<file path="config.mk">
export PLATFORM = sky130hd
export DESIGN_NAME = out_display_unit
export DESIGN_NICKNAME = d
export VERILOG_FILES = /design/src/rtl/out_display_unit.sv
export SDC_FILE = /design/constraint.sdc
export NUM_CORES = 1
export LEC_CHECK = 0
export ABC_AREA = 1
export ABC_CLOCK_PERIOD_IN_PS = 11000
export CAP_MARGIN = 20
export CORE_UTILIZATION = 40
export DETAILED_ROUTE_END_ITERATION = 16
export PLACE_DENSITY = 0.57
export RECOVER_POWER = 25
export SLEW_MARGIN = 15
export SYNTH_ARGS = -nofsm -noshare
export SYNTH_HDL_FRONTEND = slang
export SYNTH_SLANG_ARGS = --single-unit
</file>
<file path="constraint.sdc">
create_clock -name clock -period 11 [get_ports clock]
set_input_delay 3.3 -clock clock [delete_from_list [all_inputs] [get_ports clock]]
set_output_delay 3.3 -clock clock [all_outputs]
set_load 0.05 [all_outputs]
</file>
<file path="src/rtl/out_display_unit.sv">
// Output stage for the processor OUT path: eight capture slots, an LED bank,
// and a hex 7-segment scanner that shows two slots per page.
module out_display_unit #(
  parameter int unsigned SCAN_DIV = 50000
) (
  input  logic        clock,
  input  logic        reset,
  input  logic [15:0] outval1,
  input  logic [15:0] outval2,
  input  logic [2:0]  outsel,
  input  logic        outdisplay,
  input  logic [1:0]  page_sel,
  output logic [7:0]  seg,
  output logic [7:0]  digit_sel,
  output logic [15:0] led,
  output logic [15:0] out_count
);

  localparam int unsigned DATA_W = 16;
  localparam int unsigned SLOTS  = 8;
  localparam int unsigned DIG_W  = 3;
  localparam int unsigned SEG_W  = 8;
  localparam int unsigned PRE_W  = (SCAN_DIV > 1) ? $clog2(SCAN_DIV) : 1;

  logic [PRE_W-1:0]  r_pre;
  logic [DIG_W-1:0]  r_dig;
  logic [DATA_W-1:0] r_slot [SLOTS];
  logic [SLOTS-1:0]  r_valid;
  logic [DATA_W-1:0] r_led;
  logic [DATA_W-1:0] r_count;
  logic [SEG_W-1:0]  r_seg;
  logic [SEG_W-1:0]  r_digit_sel;

  logic              w_pre_wrap;
  logic [SLOTS-1:0]  w_wr_en;
  logic [2:0]        w_slot_idx;
  logic [DATA_W-1:0] w_slot_word;
  logic [3:0]        w_nib;
  logic [SEG_W-1:0]  w_font;
  logic [SEG_W-1:0]  w_seg_next;

  assign w_pre_wrap = (r_pre == PRE_W'(SCAN_DIV - 1));

  // Prescaler and digit counter; independent of captures.
  always_ff @(posedge clock or posedge reset) begin
    if (reset) begin
      r_pre <= '0;
      r_dig <= '0;
    end else if (w_pre_wrap) begin
      r_pre <= '0;
      r_dig <= r_dig + DIG_W'(1);
    end else begin
      r_pre <= r_pre + PRE_W'(1);
    end
  end

  // Write enables are qualified by the strobe so an X select cannot reach a slot.
  always_comb begin
    w_wr_en = '0;
    for (int i = 0; i < SLOTS; i++) begin
      w_wr_en[i] = outdisplay && (outsel == 3'(i));
    end
  end

  always_ff @(posedge clock or posedge reset) begin
    if (reset) begin
      for (int i = 0; i < SLOTS; i++) begin
        r_slot[i] <= '0;
      end
      r_valid <= '0;
    end else begin
      for (int i = 0; i < SLOTS; i++) begin
        if (w_wr_en[i]) begin
          r_slot[i]  <= outval1;
          r_valid[i] <= 1'b1;
        end
      end
    end
  end

  always_ff @(posedge clock or posedge reset) begin
    if (reset) begin
      r_led   <= '0;
      r_count <= '0;
    end else if (outdisplay) begin
      r_led   <= outval2;
      r_count <= r_count + DATA_W'(1);
    end
  end

  // Digits 7..4 show the odd slot of the page, digits 3..0 the even slot.
  always_comb begin
    w_slot_idx  = {page_sel, r_dig[2]};
    w_slot_word = r_slot[w_slot_idx];
    w_nib       = w_slot_word[{r_dig[1:0], 2'b00} +: 4];
  end

  // Active-low hex font, {dp,g,f,e,d,c,b,a}, dp held off.
  always_comb begin
    w_font = 8'hFF;
    case (w_nib)
      4'h0: w_font = 8'hC0;
      4'h1: w_font = 8'hF9;
      4'h2: w_font = 8'hA4;
      4'h3: w_font = 8'hB0;
      4'h4: w_font = 8'h99;
      4'h5: w_font = 8'h92;
      4'h6: w_font = 8'h82;
      4'h7: w_font = 8'hF8;
      4'h8: w_font = 8'h80;
      4'h9: w_font = 8'h90;
      4'hA: w_font = 8'h88;
      4'hB: w_font = 8'h83;
      4'hC: w_font = 8'hC6;
      4'hD: w_font = 8'hA1;
      4'hE: w_font = 8'h86;
      4'hF: w_font = 8'h8E;
      default: w_font = 8'hFF;
    endcase
  end

  always_comb begin
    w_seg_next = r_valid[w_slot_idx] ? w_font : 8'hFF;
  end

  always_ff @(posedge clock or posedge reset) begin
    if (reset) begin
      r_seg       <= 8'hFF;
      r_digit_sel <= 8'hFF;
    end else begin
      r_seg       <= w_seg_next;
      r_digit_sel <= ~(SEG_W'(1) << r_dig);
    end
  end

  assign seg       = r_seg;
  assign digit_sel = r_digit_sel;
  assign led       = r_led;
  assign out_count = r_count;

endmodule

</file>
==> results of run 1 <==
## per-layer routing
layer	routed length, um	vias up
met5	0	-
met4	438	0
met3	1200	32
met2	10100	148
met1	10600	3493
li1	-	3702
## cell usage in the layout, fill, tap and decap left out, types with 2 or more instances in the layout
master,instances
clkinv_2,3
nand2_2,3
ha_1,14
clkbuf_16,24
o21ai_0,138
nand2_1,409
dlygate4sd3_1,2
buf_8,2
nand4_1,8
nand3_1,126
clkbuf_8,7
dfrtp_1,186
o211ai_1,2
xor2_1,13
xnor2_1,5
a21oi_1,11
clkdlybuf4s50_1,84
nor4_1,4
nand3_4,2
nor3_1,3
nand3b_1,2
buf_4,8
inv_2,4
inv_1,63
nor2_1,32
clkbuf_1,8
dfstp_2,15
## cell usage after synthesis (5+ instances only)
cell type	number
a21oi_1	11
buf_2	11
buf_4	8
buf_6	8
clkbuf_1	30
dfrtp_1	187
dfstp_2	15
ha_1	14
inv_1	61
inv_2	7
nand2_1	408
nand3_1	126
nand4_1	8
nor2_1	29
o21ai_0	137
xnor2_1	5
xor2_1	13
## stage by stage
step	power, mW	hold slack (ns)	instances	cell area (sq um)
detailed placement	1.34	0.434	1434	10300
floorplan	1.21	0.419	1109	9290
global route	2.22	0.458	1479	11100
finish	2.11	0.445	1479	11100
CTS	2.13	0.449	1477	11100
global placement	1.34	0.431	1433	10300
## path summary, 6_finish.rpt
path / to / cells after the start
min: r_valid[6] / 2
min reg2reg: r_valid[6] / 2
max: r_slot[70] / 8
max reg2reg: seg[0] / 14
min in group asynchronous: r_pre[1] / 2
max in group asynchronous: r_slot[26] / 3
## flip-flops by register name, summed over array words and instances (netlist names)
| name | flops |
|---|---|
| r_slot | 128 |
| out_count | 16 |
| digit_sel | 8 |
| r_dig | 3 |
| led | 16 |
| r_pre | 16 |
| r_valid | 8 |
| seg | 7 |
## cell families after synthesis
kind of cell             share of synthesized area [%]
AO/OA/AOI/OAI                                     8.34
AND/OR/NAND/NOR                                   27.1
flip-flops                                        54.6
XOR/XNOR                                          1.70
buffers and inverters                             6.31
adder cells (fa/ha/maj)                           1.89
other                                           0.0404
## final cells by class
class | instances | area (sq um)
tap | 285 | 357
multi-input combinational | 780 | 3610
inverter | 70 | 274
fill | 2235 | 11600
sequential | 202 | 5070
clock buffer | 37 | 719
clock inverter | 6 | 68.8
timing repair buffer | 99 | 986
## critical path: cells and delay by family
| kind | cells | cell delay [ns] |
|---|---|---|
| AND/OR/NAND/NOR | 3 | 0.89 |
| buffers and inverters | 4 | 2.13 |
| AO/OA/AOI/OAI | 1 | 0.07 |
## power by group through the flow
| stage | registers [mW] | logic [mW] | clock network, mW |
|---|---|---|---|
| finish | 0.935 | 0.392 | 0.778 |
| global route | 0.949 | 0.440 | 0.830 |
| CTS | 0.934 | 0.398 | 0.800 |
| detailed placement | 0.944 | 0.397 | 0 |
| global placement | 0.945 | 0.391 | 0 |
| floorplan | 1.02 | 0.187 | 0 |
==> impl_metrics.yaml, run 1 <==
placement:
  pre_cts_ws_ns: 5.18
  place_congestion: 0.789
  place_hpwl_mm: 13.4
  portBuffers: 86
grt:
  grt_pass1_vias: 7328
  met2_usage_pct: 31.9
  antenna_found_initial: 0
  grt.total_usage_pct: 19.6
  grt_first_pass_wirelength_mm: 37.6
  use_met3_pct: 3.67
  overflow: 0
  grt_max_degree: 133
  globalRoute.busiestLayer: "met2"
  grtUsageMet1_pct: 27.0
yosys:
  synth_cells: 1109
  ys_seq_elements: 202
  synth_cell_type_count: 34
  synthFlopType: "dfrtp_1"
  ys_seq_area_share_pct: 54.6
  avgSynthCellArea_sq_um: 8.37
  syn_nets: 1163
  synth_area_leader_cell: "dfrtp_1"
  synth_edf_count: 0
  yosysTopAreaCellShare_pct: 50.4
  synth-async-reset-ratio_pct: 100
  yosys-top-cells-area: "dfrtp_1 50%, nand2_1 16%, o21ai_0 7.4%, nand3_1 6.8%, dfstp_2 4.2%"
  syn_area_sq_um: 9290
  yosysWarnings: 0
cts:
  cts.root.buffer_cell: "clkbuf_16"
  clockBufferDepth: 3
  post_cts_buffers: 0
  path_clk_slew_ns: 0.06
  htree_num_levels: 1
  hold_buffers: 0
  cts_num_sinks: 202
  clk_latency_ns: 0.53
  cts-resized-gates: 0
  cts_buffers: 24
  cts_tree: "yes"
sta:
  max_slew_margin_pct: -147
  finalSetupViolations: 0
  fin_ws_ns: 4.96
  report.final.slew_viol_count: 147
  rsz0062_at_grt: "no"
  fmax_mhz: 166
  layout_min_cycle_time_ns: 6.04
  tns_ns: 0
  post-route-period-util_pct: 54.9
  skew_ns: 0.0240
  hold_viol: 0
  tightest_slew_ns: 3.70
drt:
  route.detailed.drc: 0
  postRouteAntennaNets: 0
  drt_iter0_markers: 566
  vias: 7375
  vias_per_cell: 4.99
  firstDrtPassIters: 7
  wl_mm: 22.4
  routedWlPerCell_um: 15.1
power_and_ir_drop:
  powerDensity_nw_per_um2: 190
  peakVddDrop_mv: 0.123
  p_int_mw: 1.48
  p_clk_share_pct: 37.0
  swShare_pct: 29.8
  pwr-share-seq_pct: 44.4
  leakage_nw: 5.32
  p_comb_share_pct: 18.6
  p_sw_mw: 0.627
worst_setup_path:
  crit_fanout: 23
  cp.arrival_ns: 6.42
  worstSetupPathType: "in2reg"
  critPathCaptureType: "flip-flop"
  r2r_setup_slack_ns: 6.38
  startpoint: "outdisplay"
  worstPathRequired_ns: 11.38
  critPathMaxStageDelay_ns: 0.69
  reg2reg_from: "r_dig[2]"
  slowest_stage: "clkbuf_1"
  crit_chain: "dlygate4sd3_1 -> clkbuf_1 -> inv_1 -> nor2_1 -> nand3_1 -> buf_16 -> nand2_1 -> o21ai_0"
  critPathLaunchType: "primary input"
status:
  failed_checks: "max-capacitance violations, max-slew violations"
  outcome: "finished with violations"
floorplanning:
  start_util_pct: 40.9
  ios: 88
  row_count: 55
  core_sq_um: 22700
  dieArea_sq_um: 23800
  die_w_um: 154
  die_y_um: 154
final_layout:
  antenna_cells: 0
  fin_nets: 1231
  area_growth_pct: 19.4
  final_core_util_pct: 48.8
  drive_above_1_share_pct: 6.78
job:
  max-cap-violations: 2
hold_path:
  hp-start: "r_valid[6]"
  hold_path.class: "reg2reg"
(Power assumes the default switching activity.)
==> run 2: changes to the inputs <==
--- a/config.mk
+++ b/config.mk
@@ -6,11 +6,11 @@
 export NUM_CORES = 1
 export LEC_CHECK = 0
 export ABC_AREA = 1
-export ABC_CLOCK_PERIOD_IN_PS = 11000
+export ABC_CLOCK_PERIOD_IN_PS = 5100
 export CAP_MARGIN = 20
 export CORE_UTILIZATION = 40
 export DETAILED_ROUTE_END_ITERATION = 16
-export PLACE_DENSITY = 0.57
+export PLACE_DENSITY = 0.59
 export RECOVER_POWER = 25
 export SLEW_MARGIN = 15
 export SYNTH_ARGS = -nofsm -noshare
==> constraint.sdc (replaced) <==
create_clock -name clock -period 5.1 [get_ports clock]
set_input_delay 1.53 -clock clock [delete_from_list [all_inputs] [get_ports clock]]
set_output_delay 1.53 -clock clock [all_outputs]
set_load 0.05 [all_outputs]
==> impl_metrics.yaml, run 2 (same netlist as run 1, synthesis figures left out) <==
floorplanning:
  start_util_pct: 40.9
  ios: 88
  core_sq_um: 22700
  row_count: 55
  dieArea_sq_um: 23800
  die_y_um: 154
  die_w_um: 154
grt:
  antenna_found_initial: 0
  grt_max_degree: 90
  grt_pass1_vias: 7266
  overflow: 0
  grt_first_pass_wirelength_mm: 38.1
  grt.total_usage_pct: 19.9
status:
  outcome: "finished with violations"
  failed_checks: "max-capacitance violations, max-slew violations"
cts:
  htree_num_levels: 1
  cts_tree: "yes"
  cts_buffers: 24
  clk_latency_ns: 0.51
  hold_buffers: 0
  clockBufferDepth: 3
  cts_num_sinks: 202
  path_clk_slew_ns: 0.06
  cts.root.buffer_cell: "clkbuf_16"
  cts-resized-gates: 0
  post_cts_buffers: 0
drt:
  drt_iter0_markers: 604
  routedWlPerCell_um: 15.2
  postRouteAntennaNets: 0
  vias_per_cell: 5.03
  firstDrtPassIters: 5
  vias: 7471
  wl_mm: 22.5
  route.detailed.drc: 0
worst_setup_path:
  cp.arrival_ns: 4.32
  critPathLaunchType: "primary input"
  reg2regPathDepth: 14
  critPathCaptureType: "flip-flop"
  crit_fanout: 33
  worstPathRequired_ns: 5.48
  worstSetupPathType: "in2reg"
sta:
  report.final.slew_viol_count: 54
  whs_ns: 0.446
  tns_ns: 0
  skew_ns: 0.00465
  layout_min_cycle_time_ns: 3.94
  max_slew_margin_pct: -73.2
  post-route-period-util_pct: 77.3
  tightest_slew_ns: 2.60
  finalSetupViolations: 0
  hold_viol: 0
  rsz0062_at_grt: "no"
  fmax_mhz: 254
power_and_ir_drop:
  powerDensity_nw_per_um2: 415
  peakVddDrop_mv: 0.273
  leakage_nw: 5.35
final_layout:
  area_growth_pct: 20.1
  antenna_cells: 0
  final_cell_mix: "409 x nand2_1, 186 x dfrtp_1, 137 x o21ai_0"
  layout_commonest_cell: "nand2_1"
  largest_reg_flops: 128
  fin_nets: 1237
  drive_above_1_share_pct: 7.01
  final_core_util_pct: 49.1
  n_fill_cell: 2227
  regMostFlops: "r_slot"
placement:
  place_congestion: 0.804
  place_hpwl_mm: 13.8
  portBuffers: 86
job:
  max-cap-violations: 1
hold_path:
  hold_path.class: "reg2reg"
  holdPathStages: 2
[run 2: cell types whose count changed in the layout (fill, tap and decap cells not counted), sizes merged]
cell      previous run  this run
buf                 11        14
bufinv               1         3
clkinv               4         5
clkinvlp             2         1
[run 2: cell type report]
cell class                 instances  area [sq um]  share of cell area (%)
multi-input combinational        780          3610                    32.4
clock buffer                      34           699                    6.27
timing repair buffer             105          1020                    9.19
sequential                       202          5070                    45.5
inverter                          70           269                    2.41
tap                              285           357                    3.20
clock inverter                     8           114                    1.02
[run 2: worst max-delay path, cell delays in order]
cell           delay, ns
dlygate4sd3_1       0.68
clkbuf_1            0.54
inv_1               0.52
nor2_1              0.45
nand3_1             0.13
buf_4               0.28
nand2_1             0.09
o21ai_0             0.08
[run 2: where the power goes]
group / total (mW) / internal, mW / switching, mW
sequential: 2.01 / 1.86 / 0.151
combinational: 0.854 / 0.310 / 0.544
clock: 1.77 / 1.10 / 0.666
[run 2: path summary, 6_finish.rpt]
path                            startpoint         end  slack (ns)
worst max-delay path            outdisplay  r_slot[69]        1.16
worst min-delay path            r_valid[6]  r_valid[6]        0.45
worst max register to register    r_dig[2]      seg[6]        1.33
worst min register to register  r_valid[6]  r_valid[6]        0.45
max in group asynchronous            reset  r_valid[2]        1.98
min in group asynchronous            reset  r_slot[44]        1.78
[run 2: metal layers]
| metal | share of wire (%) | up-vias | global-route usage (%) |
|---|---|---|---|
| li1 | - | 3714 | - |
| met1 | 47 | 3514 | 27.3 |
| met2 | 45 | 209 | 32.2 |
| met3 | 6.5 | 34 | 4.17 |
| met4 | 2.1 | 0 | 5.28 |
| met5 | 0 | - | 0 |
[run 2: through the flow]
stage	std cells	setup slack [ns]	instance area, sq um	total power [mW]
after CTS	1484	1.73	11200	4.68
after floorplan	1109	0.966	9290	2.61
final	1484	1.16	11100	4.63
after global routing	1484	0.854	11100	4.87
after global placement	1440	1.40	10300	2.88
after detailed placement	1442	1.32	10400	2.90
==> run 3: changes to the inputs <==
--- a/config.mk
+++ b/config.mk
@@ -6,11 +6,11 @@
 export NUM_CORES = 1
 export LEC_CHECK = 0
 export ABC_AREA = 1
-export ABC_CLOCK_PERIOD_IN_PS = 5100
+export ABC_CLOCK_PERIOD_IN_PS = 3700
 export CAP_MARGIN = 20
 export CORE_UTILIZATION = 40
 export DETAILED_ROUTE_END_ITERATION = 16
-export PLACE_DENSITY = 0.59
+export PLACE_DENSITY = 0.57
 export RECOVER_POWER = 25
 export SLEW_MARGIN = 15
 export SYNTH_ARGS = -nofsm -noshare
==> constraint.sdc (replaced) <==
create_clock -name clock -period 3.7 [get_ports clock]
set_input_delay 1.11 -clock clock [delete_from_list [all_inputs] [get_ports clock]]
set_output_delay 1.11 -clock clock [all_outputs]
set_load 0.05 [all_outputs]
==> impl_metrics.yaml, run 3 (same netlist as run 1, synthesis figures left out) <==
worst_setup_path:
  slowest_stage: "clkdlybuf4s50_1"
  cp_num_buf_inv: 1
  startpoint: "digit_sel[6]"
  critPathMaxStageDelay_ns: 0.79
  reg2regPathDepth: 14
  critPathCaptureType: "output pin"
  path_depth: 1
  critPathLaunchType: "flip-flop"
  crit_fanout: 1
  reg2reg_from: "r_dig[2]"
  crit_family: "buffers and inverters"
  r2r_setup_slack_ns: 1.34
  worstSetupPathType: "reg2out"
  crit_chain: "clkdlybuf4s50_1"
  cp.arrival_ns: 1.82
  worstPathRequired_ns: 2.59
floorplanning:
  core_sq_um: 22700
  row_count: 55
  dieArea_sq_um: 23800
  die_y_um: 154
  die_w_um: 154
  ios: 88
  start_util_pct: 40.9
grt:
  grt_first_pass_wirelength_mm: 38.0
  antenna_found_initial: 0
  grt.total_usage_pct: 19.8
  overflow: 0
  grt_pass1_vias: 7250
  grt_max_degree: 91
sta:
  rsz0062_at_grt: "no"
  hold_viol: 0
  post-route-period-util_pct: 79.2
  report.final.slew_viol_count: 69
  tightest_slew_ns: 1.72
  finalSetupViolations: 0
  layout_min_cycle_time_ns: 2.93
  tns_ns: 0
  max_slew_margin_pct: -14.6
  fmax_mhz: 341
  skew_ns: 0.0134
cts:
  cts_buffers: 23
  cts.root.buffer_cell: "clkbuf_16"
  htree_num_levels: 1
  cts_num_sinks: 202
  post_cts_buffers: 0
  path_clk_slew_ns: 0.06
  hold_buffers: 0
  clockBufferDepth: 3
  clk_latency_ns: 0.52
  cts_tree: "yes"
  cts-resized-gates: 0
power_and_ir_drop:
  leakage_nw: 5.35
  power.total_mw: 6.38
  p_sw_mw: 1.89
  swShare_pct: 29.6
  pwr-share-seq_pct: 43.5
  p_comb_share_pct: 18.3
  peakVddDrop_mv: 0.346
  powerDensity_nw_per_um2: 572
  p_int_mw: 4.49
  p_clk_share_pct: 38.2
drt:
  route.detailed.drc: 0
  routedWlPerCell_um: 15.3
  postRouteAntennaNets: 0
  wl_mm: 22.7
  drt_iter0_markers: 460
  firstDrtPassIters: 5
  vias_per_cell: 4.99
  vias: 7396
status:
  failed_checks: "max-capacitance violations, max-slew violations"
  outcome: "finished with violations"
placement:
  portBuffers: 86
  place_congestion: 0.770
  place_hpwl_mm: 13.4
hold_path:
  holdPathStages: 2
  hp-start: "r_valid[0]"
  hold_path.class: "reg2reg"
final_layout:
  final_cell_mix: "409 x nand2_1, 186 x dfrtp_1, 137 x o21ai_0"
  fin_nets: 1234
  regMostFlops: "r_slot"
  drive_above_1_share_pct: 7.77
  area_growth_pct: 20.1
  final_core_util_pct: 49.1
  antenna_cells: 0
  layout_commonest_cell: "nand2_1"
  largest_reg_flops: 128
job:
  max-cap-violations: 1
-- run 3: cell type report --
| cell class | count | area, sq um |
|---|---|---|
| clock buffers | 29 | 638 |
| clock inverters | 13 | 168 |
| fillers | 2237 | 11600 |
| inverters | 70 | 269 |
| multi-input cells | 780 | 3620 |
| flip-flops and latches | 202 | 5070 |
| well taps | 285 | 357 |
| repair buffers | 103 | 1020 |
-- run 3: per-layer routing --
| metal | track usage, % | vias up | wire, um | share of wire (%) |
|---|---|---|---|---|
| met3 | 3.89 | 37 | 1160 | 5.1 |
| met1 | 27.0 | 3494 | 10700 | 47 |
| li1 | - | 3700 | - | - |
| met5 | 0 | - | 0 | 0 |
| met4 | 5.37 | 0 | 505 | 2.2 |
| met2 | 32.3 | 165 | 10300 | 46 |
-- run 3: power groups by stage --
stage	registers (mW)	logic (mW)	clock network (mW)
2_1_floorplan	3.05	0.557	0
3_3_place_gp	2.80	1.17	0
3_5_place_dp	2.81	1.18	0
4_1_cts	2.77	1.19	2.49
5_1_grt	2.82	1.32	2.58
6_report	2.78	1.17	2.43
-- run 3: final timing paths --
check                          endpoint
max in group asynchronous   r_slot[103]
setup reg to reg                 seg[3]
min in group asynchronous    r_slot[60]
hold reg to reg              r_valid[0]
hold / removal               r_valid[0]
setup / recovery           digit_sel[6]
-- run 3: worst reg2reg max path, cell delays in order, from the launching register on --
cell     delay, ns
dfrtp_2       0.44
inv_4         0.49
nand2_1       0.12
nand3_1       0.12
nand3_1       0.08
nand2_1       0.10
nand2_1       0.06
nand3_1       0.13
nand2_2       0.14
inv_2         0.10
ha_1          0.21
inv_1         0.09
nand2_1       0.07
nand3_1       0.07
nand3_1       0.09
-- run 3: through the flow --
stage | area [sq um] | cells | hold slack [ns] | setup slack (ns)
2_1_floorplan | 9290 | 1109 | 0.419 | -0.0141
3_3_place_gp | 10400 | 1440 | 0.432 | 0.390
3_5_place_dp | 10400 | 1440 | 0.435 | 0.358
4_1_cts | 11200 | 1482 | 0.450 | 0.737
5_1_grt | 11200 | 1482 | 0.465 | 0.466
6_report | 11200 | 1482 | 0.448 | 0.768
